`src/rtl/plic_pkg.sv`:
```
// Shared address map and register decode for the prioritised PLIC.
package plic_pkg;

  localparam logic [23:0] PRIO_BASE     = 24'h000000;
  localparam logic [23:0] PEND_BASE     = 24'h001000;
  localparam logic [23:0] ENABLE_BASE   = 24'h002000;
  localparam logic [23:0] ENABLE_STRIDE = 24'h000080;
  localparam logic [23:0] ENABLE_END    = 24'h002400;
  localparam logic [23:0] CTX_BASE      = 24'h200000;
  localparam logic [23:0] CTX_STRIDE    = 24'h001000;
  localparam logic [23:0] CTX_END       = 24'h208000;
  localparam logic [23:0] CLAIM_OFS     = 24'h000004;

  localparam int              ID_W    = 6;
  localparam logic [ID_W-1:0] ID_NONE = '0;

  typedef enum logic [2:0] {
    REG_NONE, REG_PRIO, REG_PEND, REG_ENABLE, REG_THRESH, REG_CLAIM
  } reg_sel_e;

  typedef struct packed {
    reg_sel_e   sel;
    logic [2:0] ctx;
    logic [9:0] idx;
  } reg_dec_t;

  // ctx is only meaningful for enable and per-context regions; range checks happen in the top.
  function automatic reg_dec_t decode(input logic [23:0] a);
    reg_dec_t    d;
    logic [23:0] off, inner;
    d.sel = REG_NONE;
    d.ctx = '0;
    d.idx = '0;
    off   = '0;
    inner = '0;
    if (a < PEND_BASE) begin
      d.sel = REG_PRIO;
      d.idx = 10'((a - PRIO_BASE) >> 2);
    end else if (a < PEND_BASE + 24'h8) begin
      d.sel = REG_PEND;
      d.idx = 10'((a - PEND_BASE) >> 2);
    end else if (a >= ENABLE_BASE && a < ENABLE_END) begin
      off   = a - ENABLE_BASE;
      inner = off % ENABLE_STRIDE;
      d.ctx = 3'(off / ENABLE_STRIDE);
      d.idx = 10'(inner >> 2);
      if (inner < 24'h8) d.sel = REG_ENABLE;
    end else if (a >= CTX_BASE && a < CTX_END) begin
      off   = a - CTX_BASE;
      inner = off % CTX_STRIDE;
      d.ctx = 3'(off / CTX_STRIDE);
      if (inner < CLAIM_OFS)              d.sel = REG_THRESH;
      else if (inner < CLAIM_OFS + 24'h4) d.sel = REG_CLAIM;
    end
    return d;
  endfunction

endpackage

```
`src/rtl/plic_arbiter.sv`:
```
// Per-context max tree: highest priority wins, lower ID wins ties, ID 0 when nothing qualifies.
module plic_arbiter
  import plic_pkg::*;
#(
  parameter int NUM_SOURCES = 31,
  parameter int PRIO_BITS   = 3
) (
  input  logic [NUM_SOURCES:0]                cand_i,
  input  logic [NUM_SOURCES:0][PRIO_BITS-1:0] prio_i,
  output logic [ID_W-1:0]                     win_id_o,
  output logic [PRIO_BITS-1:0]                win_prio_o
);

  localparam int LVLS   = $clog2(NUM_SOURCES + 1);
  localparam int LEAVES = 1 << LVLS;

  for (genvar l = 0; l <= LVLS; l++) begin : g_lvl
    localparam int W = LEAVES >> l;
    logic [W-1:0][PRIO_BITS-1:0] p;
    logic [W-1:0][ID_W-1:0]      id;
    for (genvar n = 0; n < W; n++) begin : g_node
      if (l == 0) begin : g_leaf
        if (n <= NUM_SOURCES) begin : g_src
          assign p[n] = cand_i[n] ? prio_i[n] : '0;
        end else begin : g_pad
          assign p[n] = '0;
        end
        assign id[n] = ID_W'(n);
      end else begin : g_cmp
        // Left subtree holds the lower IDs, so the right side needs a strictly higher priority.
        logic take_r;
        assign take_r = g_lvl[l-1].p[2*n+1] > g_lvl[l-1].p[2*n];
        assign p[n]   = take_r ? g_lvl[l-1].p[2*n+1]  : g_lvl[l-1].p[2*n];
        assign id[n]  = take_r ? g_lvl[l-1].id[2*n+1] : g_lvl[l-1].id[2*n];
      end
    end
  end

  assign win_prio_o = g_lvl[LVLS].p[0];
  assign win_id_o   = (win_prio_o == '0) ? ID_NONE : g_lvl[LVLS].id[0];

endmodule

```
`src/rtl/plic_prio.sv`:
```
// Platform-level interrupt controller with priorities, thresholds and a claim/complete gateway.
module plic_prio
  import plic_pkg::*;
#(
  parameter int NUM_SOURCES  = 31,
  parameter int NUM_CONTEXTS = 2,
  parameter int PRIO_BITS    = 3
) (
  input  logic                    clk,
  input  logic                    resetn,
  input  logic                    valid,
  input  logic [23:0]             addr,
  input  logic [3:0]              wmask,
  input  logic [31:0]             wdata,
  output logic [31:0]             rdata,
  output logic                    ready,
  input  logic [NUM_SOURCES-1:0]  interrupt_request,
  output logic [NUM_CONTEXTS-1:0] irq_ctx
);

  localparam int                   NS1      = NUM_SOURCES + 1;
  localparam logic [NUM_SOURCES:0] SRC_MASK = {{NUM_SOURCES{1'b1}}, 1'b0};

  logic [NUM_SOURCES:0][PRIO_BITS-1:0]     prio_q, prio_d;
  logic [NUM_SOURCES:0]                    pend_q, pend_d, infl_q, infl_d, irq_ext;
  logic [NUM_CONTEXTS-1:0][NUM_SOURCES:0]  en_q, en_d;
  logic [NUM_CONTEXTS-1:0][PRIO_BITS-1:0]  thr_q, thr_d, win_prio;
  logic [NUM_CONTEXTS-1:0][ID_W-1:0]       win_id;
  logic                                    ready_q, ready_d, acc, is_wr;
  logic [31:0]                             rdata_q, rdata_d, en_word;
  logic [63:0]                             pend64, en64;
  reg_dec_t                                dec;

  assign irq_ext = {interrupt_request, 1'b0};

  for (genvar c = 0; c < NUM_CONTEXTS; c++) begin : g_ctx
    plic_arbiter #(.NUM_SOURCES(NUM_SOURCES), .PRIO_BITS(PRIO_BITS)) u_arb (
      .cand_i     (pend_q & en_q[c]),
      .prio_i     (prio_q),
      .win_id_o   (win_id[c]),
      .win_prio_o (win_prio[c])
    );
    assign irq_ctx[c] = win_prio[c] > thr_q[c];
  end

  always_comb begin
    dec     = decode(addr);
    acc     = valid && !ready_q;
    is_wr   = |wmask;
    prio_d  = prio_q;
    en_d    = en_q;
    thr_d   = thr_q;
    infl_d  = infl_q;
    pend64  = 64'(pend_q);
    en64    = '0;
    en_word = '0;
    // A source can only re-pend after its previous claim has been completed.
    pend_d  = pend_q | (irq_ext & ~infl_q & SRC_MASK);
    ready_d = acc;
    rdata_d = rdata_q;
    if (acc) begin
      rdata_d = '0;
      case (dec.sel)
        REG_PRIO:
          for (int i = 1; i <= NUM_SOURCES; i++) begin
            if (int'(dec.idx) == i) begin
              if (!is_wr)        rdata_d   = 32'(prio_q[i]);
              else if (wmask[0]) prio_d[i] = wdata[PRIO_BITS-1:0];
            end
          end
        REG_PEND:
          if (!is_wr) rdata_d = dec.idx[0] ? pend64[63:32] : pend64[31:0];
        REG_ENABLE:
          for (int c = 0; c < NUM_CONTEXTS; c++) begin
            if (int'(dec.ctx) == c) begin
              en64    = 64'(en_q[c]);
              en_word = dec.idx[0] ? en64[63:32] : en64[31:0];
              if (!is_wr) begin
                rdata_d = en_word;
              end else begin
                for (int b = 0; b < 4; b++)
                  if (wmask[b]) en_word[8*b +: 8] = wdata[8*b +: 8];
                if (dec.idx[0]) en64[63:32] = en_word;
                else            en64[31:0]  = en_word;
                en_d[c] = NS1'(en64) & SRC_MASK;
              end
            end
          end
        REG_THRESH:
          for (int c = 0; c < NUM_CONTEXTS; c++) begin
            if (int'(dec.ctx) == c) begin
              if (!is_wr)        rdata_d  = 32'(thr_q[c]);
              else if (wmask[0]) thr_d[c] = wdata[PRIO_BITS-1:0];
            end
          end
        REG_CLAIM:
          for (int c = 0; c < NUM_CONTEXTS; c++) begin
            if (int'(dec.ctx) == c) begin
              if (!is_wr) begin
                rdata_d = 32'(win_id[c]);
                // Claim overrides a same-cycle gateway set; in-flight then blocks re-pend.
                for (int i = 1; i <= NUM_SOURCES; i++) begin
                  if (int'(win_id[c]) == i) begin
                    pend_d[i] = 1'b0;
                    infl_d[i] = 1'b1;
                  end
                end
              end else begin
                for (int i = 1; i <= NUM_SOURCES; i++)
                  if (int'(wdata[ID_W-1:0]) == i && en_q[c][i]) infl_d[i] = 1'b0;
              end
            end
          end
        default: ;
      endcase
    end
  end

  always_ff @(posedge clk or negedge resetn) begin
    if (!resetn) begin
      prio_q  <= '0;
      pend_q  <= '0;
      infl_q  <= '0;
      en_q    <= '0;
      thr_q   <= '0;
      ready_q <= 1'b0;
      rdata_q <= '0;
    end else begin
      prio_q  <= prio_d;
      pend_q  <= pend_d;
      infl_q  <= infl_d;
      en_q    <= en_d;
      thr_q   <= thr_d;
      ready_q <= ready_d;
      rdata_q <= rdata_d;
    end
  end

  assign ready = ready_q;
  assign rdata = rdata_q;

endmodule

```
`config.mk`:
```
export PLATFORM = sky130hd
export DESIGN_NAME = plic_prio
export DESIGN_NICKNAME = d
export VERILOG_FILES = /design/src/rtl/plic_pkg.sv /design/src/rtl/plic_arbiter.sv /design/src/rtl/plic_prio.sv
export SDC_FILE = /design/constraint.sdc
export NUM_CORES = 1
export LEC_CHECK = 0
export ABC_AREA = 1
export CORE_MARGIN = 2
export CORE_UTILIZATION = 30
export CTS_BUF_LIST = sky130_fd_sc_hd__clkbuf_4 sky130_fd_sc_hd__clkbuf_8 sky130_fd_sc_hd__clkbuf_16
export CTS_CLUSTER_DIAMETER = 80
export DETAILED_ROUTE_END_ITERATION = 10
export SLEW_MARGIN = 30
export SYNTH_ARGS = -nofsm -noshare
export SYNTH_HDL_FRONTEND = slang
export SYNTH_SLANG_ARGS = --single-unit
```
`constraint.sdc`:
```
create_clock -name clk -period 12 [get_ports clk]
set_input_delay 1.8 -clock clk [delete_from_list [all_inputs] [get_ports clk]]
set_output_delay 1.8 -clock clk [all_outputs]
set_load 0.01 [all_outputs]
```
## Word-level counts from Yosys, hierarchy flattened

Index checks and enable logic that the tools add are counted.

- Register bits after elaboration: 257
- Bits of input ports: 94
- Output and inout port bits: 35
- Logic and storage cells: 858

- Add/sub/neg operators: 3
- Order comparisons: 73
- Equal/unequal tests: 130
- Muxes and demuxes: 501
- Bitwise operators: 6
- Reductions and logical operators: 106

Operators with widths:

| kind | count |
|---|---|
| 32-bit 2-to-1 mux | 90 |
| 3-bit 2-to-1 mux | 134 |
| 31-bit 2-to-1 mux | 10 |
| 6-bit == test (second input constant) | 48 |
| 1-bit 2-to-1 mux | 218 |
| 6-bit 2-to-1 mux | 36 |
| 3-bit > comparator | 62 |
| 5-bit AND reduction | 35 |
| 10-bit by 6-bit == test with 1-bit output (second input constant) | 16 |
| 32-bit case mux with 5 select lines | 1 |
| 6-bit by 5-bit == test with 1-bit output (second input constant) | 24 |
| 32-bit AND | 3 |
| 10-bit by 5-bit == test with 1-bit output (second input constant) | 8 |
| 6-bit by 4-bit == test with 1-bit output (second input constant) | 12 |
| 1-bit logical AND | 65 |
| 8-bit 2-to-1 mux | 8 |
| 24-bit by 13-bit < comparator with 1-bit output (second input constant) | 2 |
| 10-bit by 4-bit == test with 1-bit output (second input constant) | 4 |
| 6-bit by 3-bit == test with 1-bit output (second input constant) | 6 |
| 32-bit NOT | 1 |
| 32-bit bitwise OR | 1 |
| 24-bit by 14-bit >= comparator with 1-bit output (second input constant) | 1 |
| 24-bit by 22-bit >= comparator with 1-bit output (second input constant) | 1 |
| 24-bit by 14-bit < comparator with 1-bit output (second input constant) | 1 |
| 22 further kinds | 32 |

## Longest topological paths before layout

- Depth after elaboration: 86
- Mapped depth: 51
- Depth with buffers taken out: 51

## Modules after synthesis

Synthesis repeated with hierarchy kept, for this count alone.

- Cells, all modules: 3918
- Area, all modules: 24990.2 µm²

Modules (own cells, without submodules):

| module | times used | cells each | area an instance (µm²) |
|---|---|---|---|
| plic_prio | 1 | 2265 | 15620.0 |
| plic_arbiter at g_ctx[0].u_arb | 1 | 828 | 4824.6 |
| plic_arbiter at g_ctx[1].u_arb | 1 | 825 | 4545.6 |

## Worst setup path after synthesis

Ideal clock, no wire load.

- Path type: reg-to-output
- Start: reg pend_q[6]
- End: out irq_ctx[0]
- Arrival: 6294 ps
- Path slack: 3906 ps
- Cell stages (with the launch flop): 42
- Cells stage by stage: dfrtp_1 -> nand2_1 -> inv_1 -> nand2_1 -> ha_1 -> nand2_1 -> o21ai_0 -> nand2_1 -> nor2_1 -> a21oi_1 -> ha_1 -> a31oi_1 -> a21boi_0 -> o21ai_0 -> ha_1 -> nand2_1 -> o21ai_0 -> inv_1 -> (+6 left out) -> o21ai_0 -> inv_1 -> a31oi_1 -> inv_1 -> nand2_1 -> o21ai_1 -> ha_1 -> nand2_1 -> o21ai_0 -> inv_1 -> a31oi_1 -> or2_2 -> nand2_1 -> ha_1 -> nand2_1 -> nor2_1 -> a211oi_1 -> a31oi_1

- Cells in the longest elaborated chain, start to end: 13

Ends and longest elaborated chain:

| item | line | source |
|---|---|---|
| from (decl) | plic_prio.sv:25 | `logic [NUM_SOURCES:0] pend_q, pend_d, infl_q, infl_d, irq_ext;` |
| from (signal assigned) | plic_prio.sv:130 | `pend_q <= pend_d;` |
| 32-bit AND * | plic_prio.sv:38 | `.cand_i (pend_q & en_q[c]),` |
| 3-bit 2-to-1 mux * | plic_arbiter.sv:24 | `assign p[n] = cand_i[n] ? prio_i[n] : '0;` |
| 3-bit > comparator | plic_arbiter.sv:32 | `assign take_r = g_lvl[l-1].p[2*n+1] > g_lvl[l-1].p[2*n];` |
| 3-bit 2-to-1 mux * | plic_arbiter.sv:33 | `assign p[n] = take_r ? g_lvl[l-1].p[2*n+1] : g_lvl[l-1].p[2*n];` |
| 3-bit > comparator | plic_arbiter.sv:32 |  |
| 3-bit 2-to-1 mux * | plic_arbiter.sv:33 |  |
| 3-bit > comparator | plic_arbiter.sv:32 |  |
| 3-bit 2-to-1 mux * | plic_arbiter.sv:33 |  |
| 3-bit > comparator | plic_arbiter.sv:32 |  |
| 3-bit 2-to-1 mux * | plic_arbiter.sv:33 |  |
| 3-bit > comparator | plic_arbiter.sv:32 |  |
| 3-bit 2-to-1 mux * | plic_arbiter.sv:33 |  |
| 3-bit > comparator * | plic_prio.sv:43 | `assign irq_ctx[c] = win_prio[c] > thr_q[c];` |
| to (decl) | plic_prio.sv:18 | `output logic [NUM_CONTEXTS-1:0] irq_ctx` |

Every way passes the cells marked *; elsewhere a longest branch is shown, timed or not.

## Final worst setup path

- Start: reg pend_q[20]
- End: out irq_ctx[1]

The elaborated chain is that of the path after synthesis.

==> impl_metrics.yaml <==
setup_path:
  r2r_setup_slack_ps: 2560
  crit_arrival_ps: 9320
  ff2ff_path_depth: 38
  timing.critical_path.required_ps: 10200
  timing_worst_setup_path_type: "reg -> out"
  crit-reg2reg-launch: "pend_q[20]$_DFF_PN0_"
  r2r_end: "infl_q[28]$_DFFE_PN0P_"
  worst_path_largest_cell_delay_ps: 650
  worst_setup_path_start_kind: "flip-flop"
  end_kind: "output pin"
  critical_path.most_common_cell: "o21ai_0"
  critical_path_peak_fanout: 9
  worst_path_max_delay_cell: "clkdlybuf4s50_1"
floorplanning:
  floorplan_die_area_um2: 75800
  coreArea_um2: 73000
  boundaryPins: 129
  die_wd_um: 275
  overall_die_height_um: 275
  row_count: 99
  effective_utilization_at_floorplan_pct: 30.3
synthesis:
  yosysMostFrequentCell: "nand2_1"
  avgSynthCellArea_um2: 6.57
  synth.ff_latch_count: 256
  synth_top_area_cell: "dfrtp_1"
  post_synth_and_or_nand_nor_area_fraction_pct: 25.9
  yosysUniqueCellTypes: 48
  synth_ff_type: "dfrtp_1"
  synth-compound-area-share_pct: 23.6
  seq_area_frac_synth_pct: 29.0
  yosys-top-cells-count: "nand2_1, o21ai_0, inv_1"
  asyncSetResetFlopFracSynth_pct: 100
  netlist_instances: 3363
  post_synth_instance_area_um2: 22100
  share_of_yosys_cell_area_claimed_by_the_top_area_cell_type_pct: 29.0
  synth_edf_count: 0
  main_combinational_cell_family_by_area_after_synthesis: "simple AND/OR/NAND/NOR gates"
  synth_fp_nets: 3643
  yosys-top-cells-area: "dfrtp_1, nand2_1, ha_1"
  synth_xor_area_share_pct: 0
  synth_warn: 0
  adder_cell_area_share_of_the_yosys_netlist_pct: 10.5
  post_synth_mux_area_share_pct: 1.79
cts:
  clk_path_buf_depth: 3
  tritoncts_clock_tree: "built"
  worst_setup_hold_path_clk_slew_ps: 60
  worst_skew_pair.late_latency_ps: 580
  tritoncts_num_sinks: 256
  post_cts_resize_count: 0
  post_cts_buffers: 0
  htree_levels: 2
  holdBufCountCts: 0
  cts-buffers-inserted: 34
  cts_root_buffer: "clkbuf_16"
hold_path:
  hold_depth: 2
  worst_hold_path_ep: "prio_q[12]$_DFFE_PN0P_"
  hold_path_class: "reg -> reg"
  hp-start: "prio_q[12]$_DFFE_PN0P_"
sta:
  worst_clock_skew_ps: 29.8
  fmax_ghz: 0.0899
  final.period_utilization_pct: 92.7
  slew-limit-headroom_pct: 36.3
  setup-violations-final: 0
  period_needed_ps: 11120
  grt_setup_unrepaired: "no"
  hold_violations: 0
  maxSlewViolCount: 0
  setup_tns_ps: 0
  worst-slew-pin-transition_ps: 947
routing:
  post_drt_via_cell_ratio: 5.33
  wl_um: 85900
  drc: 0
  drt_iter0_drc: 2363
  dr_total_vias: 23728
  wl_per_cell_um: 19.3
  detail_route.first_pass.iterations: 6
  drt.antenna.violating_nets: 0
outcome:
  status: "complete, no violations"
final_layout:
  drive_gt1_share_pct: 4.58
  num_antenna_cells: 0
  num-nets-final: 3748
  post_layout_nonfiller_instances: 4452
  layout.cell_area.non_filler_um2: 25800
  synthToLayoutAreaGrowth_pct: 16.7
grt:
  grt_pass1_wl_um: 128000
  grt_max_degree: 152
  gr-max-usage-layer: "met2"
  grt_pass1_vias: 21538
  overflow_left_after_global_routing: 0
  gr-usage-met2_pct: 33.9
  global_route.usage.total_pct: 22.2
  global_route.usage.met3_pct: 3.31
  initial_antenna_violation_count: 2
  grt.met1_usage_pct: 30.9
placement:
  hpwlAfterDp_um: 66200
  gp_congestion: 0.974
  post_dp_cell_area_um2: 24500
  numPortBuffers: 126
  place_inst: 4390
pwr:
  power_total_uw: 2120
  power.ir.vdd_worst_uv: 87.2
  power.density_nw_per_um2: 82.4
  static-leakage-power_uw: 0.0112
job:
  max_cap_viol: 0
-- final cells by class --
cell class	count	area (um2)
fillers	7764	47200
multi-input cells	2572	13700
flip-flops and latches	256	6410
inverters	450	1690
repair buffers	154	1510
well taps	959	1200
clock buffers	45	983
clock inverters	16	274
-- report_power, final --
part / switching [uW] / internal, uW
combinational: 72.0 / 38.6
clock: 452 / 697
sequential: 0.313 / 864
-- worst max-delay path by stage --
| stage | cells past startpoint | from | to |
|---|---|---|---|
| finish | 33 | pend_q[20]$_DFF_PN0_ | irq_ctx[1] |
| global route | 38 | pend_q[16]$_DFF_PN0_ | irq_ctx[1] |
| CTS | 33 | pend_q[22]$_DFF_PN0_ | irq_ctx[0] |
| detailed placement | 33 | pend_q[22]$_DFF_PN0_ | irq_ctx[0] |
| global placement | 33 | pend_q[22]$_DFF_PN0_ | irq_ctx[1] |
| floorplan | 41 | pend_q[6]$_DFF_PN0_ | irq_ctx[0] |
-- through the flow --
step	worst slack [ps]	hold WS (ps)	util (%)
floorplan	3910	453	-
global placement	1680	468	33.5
detailed placement	1620	465	33.5
CTS	946	488	35.3
global route	7.82	513	35.3
finish	880	485	35.3
-- per-layer routing --
layer / part of all wire, % / up-vias
met5: 0.019 / -
met4: 4.9 / 4
met3: 8.3 / 195
met2: 42 / 957
li1: - / 11573
met1: 45 / 10999
-- cells in the final DEF (no fill, tap or decap), drive strengths merged, types with 8 or more instances in the layout --
cell / instances
nor3: 19
a21boi: 19
clkdlybuf4s50: 125
nand2: 825
a22oi: 23
o21ai: 462
o211ai: 8
mux2i: 17
dfrtp: 256
mux2: 20
o22ai: 56
a21oi: 228
nand3: 199
ha: 186
inv: 450
a31oi: 74
nor2: 347
clkinv: 8
buf: 29
a32oi: 17
clkbuf: 45
o31ai: 30
nand4: 11
-- logic make-up (layout without fill, tap and decap cells) --
group	count (synthesis)	after routing
compound gates	939	939
fa+ha+maj	186	186
buf+inv	535	665
flops	256	256
mux	37	37
simple gates	1410	1410
-- registers in the layout, indices dropped and copies added, names as in the netlist --
name,count
prio_q,93
en_q,62
rdata,32
infl_q,31
pend_q,31
thr_q,6
ready,1
-- worst max-delay path: cells and delay by family, from the launching register on --
kind            cells  cell delay [ps]
fa+ha+maj           6             1860
buf+inv             6             1240
flops               1              530
simple gates        6              520
compound gates     15             4590
Note: power is estimated with default switching activity, not from simulation.
